[config.mk]
export PLATFORM = sky130hd
export DESIGN_NAME = demux_rr_flat
export DESIGN_NICKNAME = d
export VERILOG_FILES = /design/src/rtl/demux_rr_if.sv /design/src/rtl/demux_rr.sv /design/src/flat_wrapper.sv
export SDC_FILE = /design/constraint.sdc
export NUM_CORES = 1
export LEC_CHECK = 0
export ABC_AREA = 1
export CAP_MARGIN = 20
export CORE_MARGIN = 1.5
export CORE_UTILIZATION = 31
export DETAILED_ROUTE_END_ITERATION = 10
export GPL_ROUTABILITY_DRIVEN = 0
export HOLD_SLACK_MARGIN = 0.15
export PLACE_DENSITY = 0.63
export SLEW_MARGIN = 10
export SYNTH_ARGS = -nofsm -noshare
export SYNTH_HDL_FRONTEND = slang
export SYNTH_SLANG_ARGS = --single-unit
[constraint.sdc]
create_clock -name clk -period 1.3 [get_ports clk]
set_clock_uncertainty 0.05 [all_clocks]
set_input_delay 0.195 -clock clk [delete_from_list [all_inputs] [get_ports clk]]
set_output_delay 0.195 -clock clk [all_outputs]
set_load 0.05 [all_outputs]
[src/rtl/demux_rr_if.sv]
// Handshake bundle between one producer, the demux_rr block and N_CH consumers.
// DEMUX_SELCHK_EN adds the err_out signal to the bundle and both modports.
interface demux_rr_if #(
  parameter int WIDTH = 4,
  parameter int N_CH  = 2,
  parameter int SEL_W = 1
);
  logic                    mode;
  logic                    valid_in;
  logic [WIDTH-1:0]        data_in;
  logic [SEL_W-1:0]        sel_in;
  logic                    in_ready;
  logic [N_CH*WIDTH-1:0]   data_out;
  logic [N_CH-1:0]         valid_out;
  logic [N_CH-1:0]         ready_in;
`ifdef DEMUX_SELCHK_EN
  logic                    err_out;

  modport master (
    output mode, valid_in, data_in, sel_in, ready_in,
    input  in_ready, data_out, valid_out, err_out
  );
  modport slave (
    input  mode, valid_in, data_in, sel_in, ready_in,
    output in_ready, data_out, valid_out, err_out
  );
`else
  modport master (
    output mode, valid_in, data_in, sel_in, ready_in,
    input  in_ready, data_out, valid_out
  );
  modport slave (
    input  mode, valid_in, data_in, sel_in, ready_in,
    output in_ready, data_out, valid_out
  );
`endif
endinterface

[src/rtl/demux_rr.sv]
// 1-to-N_CH demux with one holding register per channel, round-robin or addressed steering.
// DEMUX_SELCHK_EN: accept-and-discard out-of-range selects and flag them on err_out.
module demux_rr #(
  parameter int WIDTH = 4,
  parameter int N_CH  = 2,
  parameter int SEL_W = 1
) (
  input  logic       clk,
  input  logic       reset,
  demux_rr_if.slave  bus
);

  localparam logic [SEL_W:0]   N_CH_W  = (SEL_W+1)'(N_CH);
  localparam logic [SEL_W-1:0] LAST_CH = SEL_W'(N_CH - 1);

  logic [SEL_W-1:0]            rr_ptr_q, rr_ptr_d;
  logic [N_CH-1:0]             full_q, full_d;
  logic [N_CH-1:0][WIDTH-1:0]  data_q, data_d;
`ifdef DEMUX_SELCHK_EN
  logic                        err_q, err_d;
`endif

  logic [SEL_W-1:0]            tgt;
  logic                        tgt_oob;
  logic                        in_ready;
  logic                        accept;
  logic [N_CH-1:0]             load;
  logic [N_CH-1:0]             drain;

  // Target channel; out-of-range only reachable in addressed mode with non-power-of-two N_CH.
  always_comb begin
    tgt     = bus.mode ? bus.sel_in : rr_ptr_q;
    tgt_oob = bus.mode && ({1'b0, bus.sel_in} >= N_CH_W);
  end

  // NOTE: every combinational output gets a default first so no path leaves it unassigned (no latch).
  always_comb begin
    in_ready = 1'b0;
    if (!reset) begin
      if (tgt_oob) begin
`ifdef DEMUX_SELCHK_EN
        in_ready = 1'b1;
`else
        in_ready = 1'b0;
`endif
      end else begin
        in_ready = ~full_q[tgt] | bus.ready_in[tgt];
      end
    end
  end

  assign accept = bus.valid_in & in_ready;
  assign drain  = full_q & bus.ready_in;

  always_comb begin
    load   = '0;
    data_d = data_q;
    for (int i = 0; i < N_CH; i++) begin
      load[i] = accept && !tgt_oob && (tgt == SEL_W'(i));
      if (load[i]) begin
        data_d[i] = bus.data_in;
      end
    end
    // A load wins over a drain on the same channel: word replaced, flag stays set.
    full_d = (full_q & ~drain) | load;
  end

  always_comb begin
    rr_ptr_d = rr_ptr_q;
    if (accept && !bus.mode) begin
      rr_ptr_d = (rr_ptr_q == LAST_CH) ? '0 : rr_ptr_q + 1'b1;
    end
  end

`ifdef DEMUX_SELCHK_EN
  assign err_d = accept & tgt_oob;
`endif

  // NOTE: state registers use non-blocking assignments so all flops update together at the edge.
  always_ff @(posedge clk) begin
    if (reset) begin
      rr_ptr_q <= '0;
      full_q   <= '0;
      // NOTE: the data words are reset as well because data_out must read zero after reset.
      data_q   <= '0;
`ifdef DEMUX_SELCHK_EN
      err_q    <= 1'b0;
`endif
    end else begin
      rr_ptr_q <= rr_ptr_d;
      full_q   <= full_d;
      data_q   <= data_d;
`ifdef DEMUX_SELCHK_EN
      err_q    <= err_d;
`endif
    end
  end

  assign bus.in_ready  = in_ready;
  assign bus.valid_out = full_q;
  assign bus.data_out  = data_q;
`ifdef DEMUX_SELCHK_EN
  assign bus.err_out   = err_q;
`endif

endmodule

[src/flat_wrapper.sv]
// flat-port wrapper written by rule: the top's interface ports become plain ports
module demux_rr_flat 
#(
  parameter int WIDTH = 4,
  parameter int N_CH  = 2,
  parameter int SEL_W = 1
)
  (clk, reset, bus_mode, bus_valid_in, bus_data_in, bus_sel_in, bus_ready_in, bus_in_ready, bus_data_out, bus_valid_out);
  demux_rr_if #(.WIDTH(WIDTH), .N_CH(N_CH), .SEL_W(SEL_W)) bus_i ();
  input  logic clk;
  input  logic reset;
  input wire logic [$bits(bus_i.mode)-1:0] bus_mode;
  input wire logic [$bits(bus_i.valid_in)-1:0] bus_valid_in;
  input wire logic [$bits(bus_i.data_in)-1:0] bus_data_in;
  input wire logic [$bits(bus_i.sel_in)-1:0] bus_sel_in;
  input wire logic [$bits(bus_i.ready_in)-1:0] bus_ready_in;
  output wire logic [$bits(bus_i.in_ready)-1:0] bus_in_ready;
  output wire logic [$bits(bus_i.data_out)-1:0] bus_data_out;
  output wire logic [$bits(bus_i.valid_out)-1:0] bus_valid_out;
  assign bus_i.mode = bus_mode;
  assign bus_i.valid_in = bus_valid_in;
  assign bus_i.data_in = bus_data_in;
  assign bus_i.sel_in = bus_sel_in;
  assign bus_i.ready_in = bus_ready_in;
  assign bus_in_ready = bus_i.in_ready;
  assign bus_data_out = bus_i.data_out;
  assign bus_valid_out = bus_i.valid_out;
  demux_rr #(.WIDTH(WIDTH), .N_CH(N_CH), .SEL_W(SEL_W)) u_core (.clk(clk), .reset(reset), .bus(bus_i));
endmodule
## Word-level counts from Yosys, hierarchy flattened

Cells that the tools add are included.

| operators by class | value |
|---|---|
| add/sub/neg operators | 1 |
| order comparisons | 1 |
| mux-type cells | 7 |
| bitwise gates (word level) | 8 |
| reduce and logical (&&, ||, !) cells | 4 |

Operators with widths:

| kind | number |
|---|---|
| 2-to-1 mux 1 bit | 7 |
| bitwise AND 2 bit | 2 |
| logical AND 1 bit | 3 |
| less-than comparator 1 x 2 -> 1 bit (second input constant) | 1 |
| inverter 1 bit | 2 |
| inverter 2 bit | 1 |
| bitwise OR 2 bit | 1 |
| adder 1 bit (second input constant) | 1 |
| bitwise AND 1 bit | 1 |
| zero test 1 bit | 1 |
| bitwise OR 1 bit | 1 |

| word-level totals | value |
|---|---|
| flip-flop bits (word level) | 11 |
| output and inout port bits | 11 |

## Depth between registers and ports, before layout

| depth | value |
|---|---|
| word-level depth | 9 |
| gate-level depth with buffers | 9 |
| depth with buffers taken out | 9 |

## Worst setup path after synthesis

OpenSTA, ideal clock, no wires.

| timing | value |
|---|---|
| kind | register to register |
| from | register u_core.full_q[0] (netlist: u_core.bus.valid_out[0]) |
| to | register u_core.data_q, in the netlist u_core.bus.data_out[0] |
| arrival | 1.328 ns |
| slack | -0.192 ns |
| cell stages (with the launch flop) | 9 |
| path buffers | 0 |
| clock period less this slack | 1.492 ns |
| cells stage by stage | dfxtp_1 inv_1 nor2_1 nand3_2 nand2_1 nor2_4 nand4_1 nand2_1 nor2_1 |

| on the way | value |
|---|---|
| word-level cells in the longest chain between the ends | 7 |

RTL lines:

| what | RTL line | text |
|---|---|---|
| start: declaration | demux_rr.sv:17 | `logic [N_CH-1:0] full_q, full_d;` |
| start signal: assignment | demux_rr.sv:91 | `full_q <= full_d;` |
| 2-to-1 mux 1 bit (implied by the code) (2 in series) | demux_rr.sv:47 | `in_ready = ~full_q[tgt] \| bus.ready_in[tgt];` |
| inverter 1 bit | demux_rr.sv:47 |  |
| bitwise OR 1 bit | demux_rr.sv:47 |  |
| 2-to-1 mux 1 bit | demux_rr.sv:39 | `if (!reset) begin` |
| net bus_in_ready | flat_wrapper.sv:17 | `output wire logic [$bits(bus_i.in_ready)-1:0] bus_in_ready;` |
| bitwise AND 1 bit | demux_rr.sv:52 | `assign accept = bus.valid_in & in_ready;` |
| logical AND 1 bit | demux_rr.sv:59 | `load[i] = accept && !tgt_oob && (tgt == SEL_W'(i));` |
| end signal: assignment | demux_rr.sv:92 | `data_q <= data_d;` |
| end: declaration | demux_rr.sv:18 | `logic [N_CH-1:0][WIDTH-1:0] data_q, data_d;` |

The timed path passes the listed nets, and every way through them passes these cells. The select of a mux whose other input is x is not followed.
A chain may end at the register's enable or synchronous reset.

## Final worst setup path

| timing | value |
|---|---|
| from | register u_core.full_q[0] (netlist: u_core.bus.valid_out[0]) |
| to | output bus_in_ready |

| on the way | value |
|---|---|
| word-level cells in the longest chain between the ends | 5 |

RTL lines:

| what | RTL line |
|---|---|
| 2-to-1 mux 1 bit (implied by the code) (2 in series) | demux_rr.sv:47 |
| inverter 1 bit | demux_rr.sv:47 |
| bitwise OR 1 bit | demux_rr.sv:47 |
| 2-to-1 mux 1 bit | demux_rr.sv:39 |
| end: declaration | flat_wrapper.sv:17 |

No other way between the ends. The select of a mux whose other input is x is not followed.

==> metrics <==
Layout area overhead=88.7%; Logic pwr share=31.5%; vias in the first global route=561; clock latency at the later pin of the worst-skew pair=0.26 ns; Vias/cell=around 4.3; largest net degree at the start of global routing=10; failing checks=negative setup slack; Routed Antenna Nets=0; Initial Util=32.5%; final wirelength=around 1400 um; Max VDD drop=roughly 0.45 mV; vias post-DR=589; H-tree Lvls=1; Finished Core Util=roughly 60%; Design Area, Final=roughly 1000 um2; total global-route track usage=~16%; Slew Viols, Final=0; hold path cells=4; Mapped Cells=75; placed instance area=966 um2; Critical Path Start Type=flip-flop; Worst EP required=1.05 ns; sw frac=30.4%; Most Frequent Cell on Critical Path=nor2_4; crit path max fanout=2; Root Driver=clkbuf_4; CORE AREA=roughly 1700 um2; ratio of cells with drive above 1 in the final layout=42.0%; final-report setup violation count=1; drt drc=0; min Tclk post-route=1.36 ns; number of DRC markers in iteration 0=6; final period utilization=105%; Crit Path Category=flip-flop to output pin; Reg clk slew, reported paths=0.07 ns; worst path buffer plus inverter count=2; WL per Instance=approximately 10 um; critical path's slowest cell=dfxtp_4; R2R Path End=u_core.bus.data_out[1]$_SDFFE_PP0P_; sequential element share of the synthesized area=~40%; nets@finish=~120; Slew headroom=between 80 and 90%; reg2reg path depth=9; reg2reg start=u_core.bus.valid_out[0]$_SDFF_PP0_; Worst Hold Path EP=u_core.bus.valid_out[0]$_SDFF_PP0_; Pwr Density=827 nW/um2; critical path endpoint category=output pin; Mean Syn Cell Area=approximately 7.4 um2; clk sink count=11; Hold Path Class=input pin to flip-flop; worst slew pin tran=0.261 ns; Synth Register Bits=11; P_int=0.602 mW; synthesized net count=86; Worst R2R Setup Slack=~0.05 ns; Antenna Cells=0; router iterations before antenna repair=4; sw power=0.263 mW; CTS tree=built; io pins=22; LEAKAGE=between 0.4 and 0.5 nW; Final Hold Viols=0; global route overflow=0; Die Width=between 40 and 50 um; RSZ-0062 raised after global routing=yes; initial antenna violation count=0; crit-path max cell delay=between 0.3 and 0.4 ns; Cell variety after synth=13; delay-heaviest family, CP=flip-flops; setup slack after layout=-0.0644 ns; post-DP HPWL=~1100 um; worst path arrival time=1.12 ns; Synth Cell Area=between 500 and 600 um2; first-pass GRT wire length=2360 um; Hold Startpoint=bus_ready_in[0]; sequential power share=42.5%; # fillers=157; IO Port Bufs=21; Synth warnings=0; Die H=45.3 um; crit path cell chain=inv_4, nor2_4, nand3_2, nand2_2, nor2_4, buf_12; row count=15; Clock power frac=26.0%; Clock Tree Buf Depth=2; Die Area=2050 um2; fmax=~730 MHz; number of max-cap violations=0; outcome=complete, but fails checks; total CTS buffers=3
-- worst max path at each step --
stage	startpoint	to	slack (ns)	depth (start not counted)
floorplan	u_core.bus.valid_out[0]$_SDFF_PP0_	u_core.bus.data_out[1]$_SDFFE_PP0P_	-0.08	8
global placement	bus_mode	bus_in_ready	-0.33	6
global route	u_core.bus.valid_out[0]$_SDFF_PP0_	bus_in_ready	-0.12	6
detailed placement	bus_mode	bus_in_ready	-0.36	8
finish	u_core.bus.valid_out[0]$_SDFF_PP0_	bus_in_ready	-0.06	6
CTS	u_core.rr_ptr_q$_SDFFE_PP0P_	bus_in_ready	-0.07	6
-- power by group through the flow --
stage               Clock [mW]  Combinational, mW  Sequential [mW]
CTS                      0.232              0.266            0.367
global route             0.253              0.289            0.370
finish                   0.225              0.272            0.368
floorplan                    0             0.0826            0.417
global placement             0              0.254            0.375
detailed placement           0              0.257            0.376
-- routing by layer --
metal	vias to the layer above	wire length (um)	share of wire (%)	track usage [%]
li1	307	-	-	-
met1	264	576	42	18.4
met2	16	705	52	29.1
met3	2	65	4.8	2.80
met4	0	9	0.66	7.06
met5	-	0	0	0
-- flip-flops by register name, summed over array words and instances, names as in the netlist --
signal / cells
u_core.bus.data_out: 8
u_core.bus.valid_out: 2
u_core.rr_ptr_q: 1
-- final cells by class --
| cell class | count | area (um2) | share of cell area (%) |
|---|---|---|---|
| Multi-Input combinational cell | 51 | 299 | 28.6 |
| Inverter | 12 | 47.5 | 4.55 |
| Timing Repair Buffer | 34 | 413 | 39.5 |
| Sequential cell | 11 | 229 | 21.9 |
| Clock buffer | 4 | 26.3 | 2.51 |
| Tap cell | 25 | 31.3 | 2.99 |
-- Yosys cell counts --
cell type  instances  area share (%)
a21oi_1            5             4.5
buf_2              1            0.90
dfxtp_1           11              40
inv_1              9             6.1
inv_2              3             2.0
nand2_1           10             6.8
nand2_2            1             1.1
nand2_4            2             4.1
nand3_2            1             1.8
nand4_1            5             5.6
nand4_4            2             7.7
nor2_1            23              16
nor2_4             2             4.1
-- logic make-up after synthesis --
logic type,count (synthesis),share of synthesized area [%]
AOI/OAI and AO/OA,5,4.51
buffers and inverters,13,9.03
DFF,11,39.7
and+or+nand+nor,46,46.7
-- metrics by stage --
| stage | power (mW) | setup WS (ns) | setup TNS [ns] | hold slack [ns] | std cells |
|---|---|---|---|---|---|
| finish | 0.865 | -0.0644 | -0.0644 | 0.352 | 137 |
| global route | 0.912 | -0.117 | -0.157 | 0.375 | 137 |
| CTS | 0.866 | -0.0703 | -0.0703 | 0.353 | 135 |
| detailed placement | 0.634 | -0.363 | -3.50 | 0.466 | 127 |
| global placement | 0.629 | -0.329 | -3.18 | 0.465 | 127 |
| floorplan | 0.500 | -0.0782 | -0.338 | 0.204 | 75 |
-- timing repair --
item	CTS	global route
hold buffers	0	0
buffers inserted	5	2
pin swaps	5	1
setup endpoints to repair	7	2
gates resized for setup	9	1
-- worst min-delay path, cell delays in order --
cell	delay, ns
dlygate4sd2_1	0.23
nor2_4	0.05
nor2_1	0.10
nor2_1	0.04
-- placed cells by master (no fill, tap or decap) --
| master | n |
|---|---|
| nor2_1 | 21 |
| buf_4 | 13 |
| buf_12 | 11 |
| nand2_1 | 8 |
| dfxtp_1 | 8 |
| inv_1 | 7 |
| clkdlybuf4s50_1 | 6 |
| a21oi_1 | 5 |
| nand4_1 | 5 |
| inv_2 | 4 |
| dlygate4sd2_1 | 4 |
| nand2_2 | 3 |
| nor2_4 | 3 |
| clkbuf_4 | 3 |
| nand2_4 | 2 |
| nand4_4 | 2 |
| dfxtp_4 | 2 |
| nor2_2 | 1 |
| inv_4 | 1 |
| nand3_2 | 1 |
| clkbuf_1 | 1 |
| dfxtp_2 | 1 |
Power figures use the tool's default switching activity.
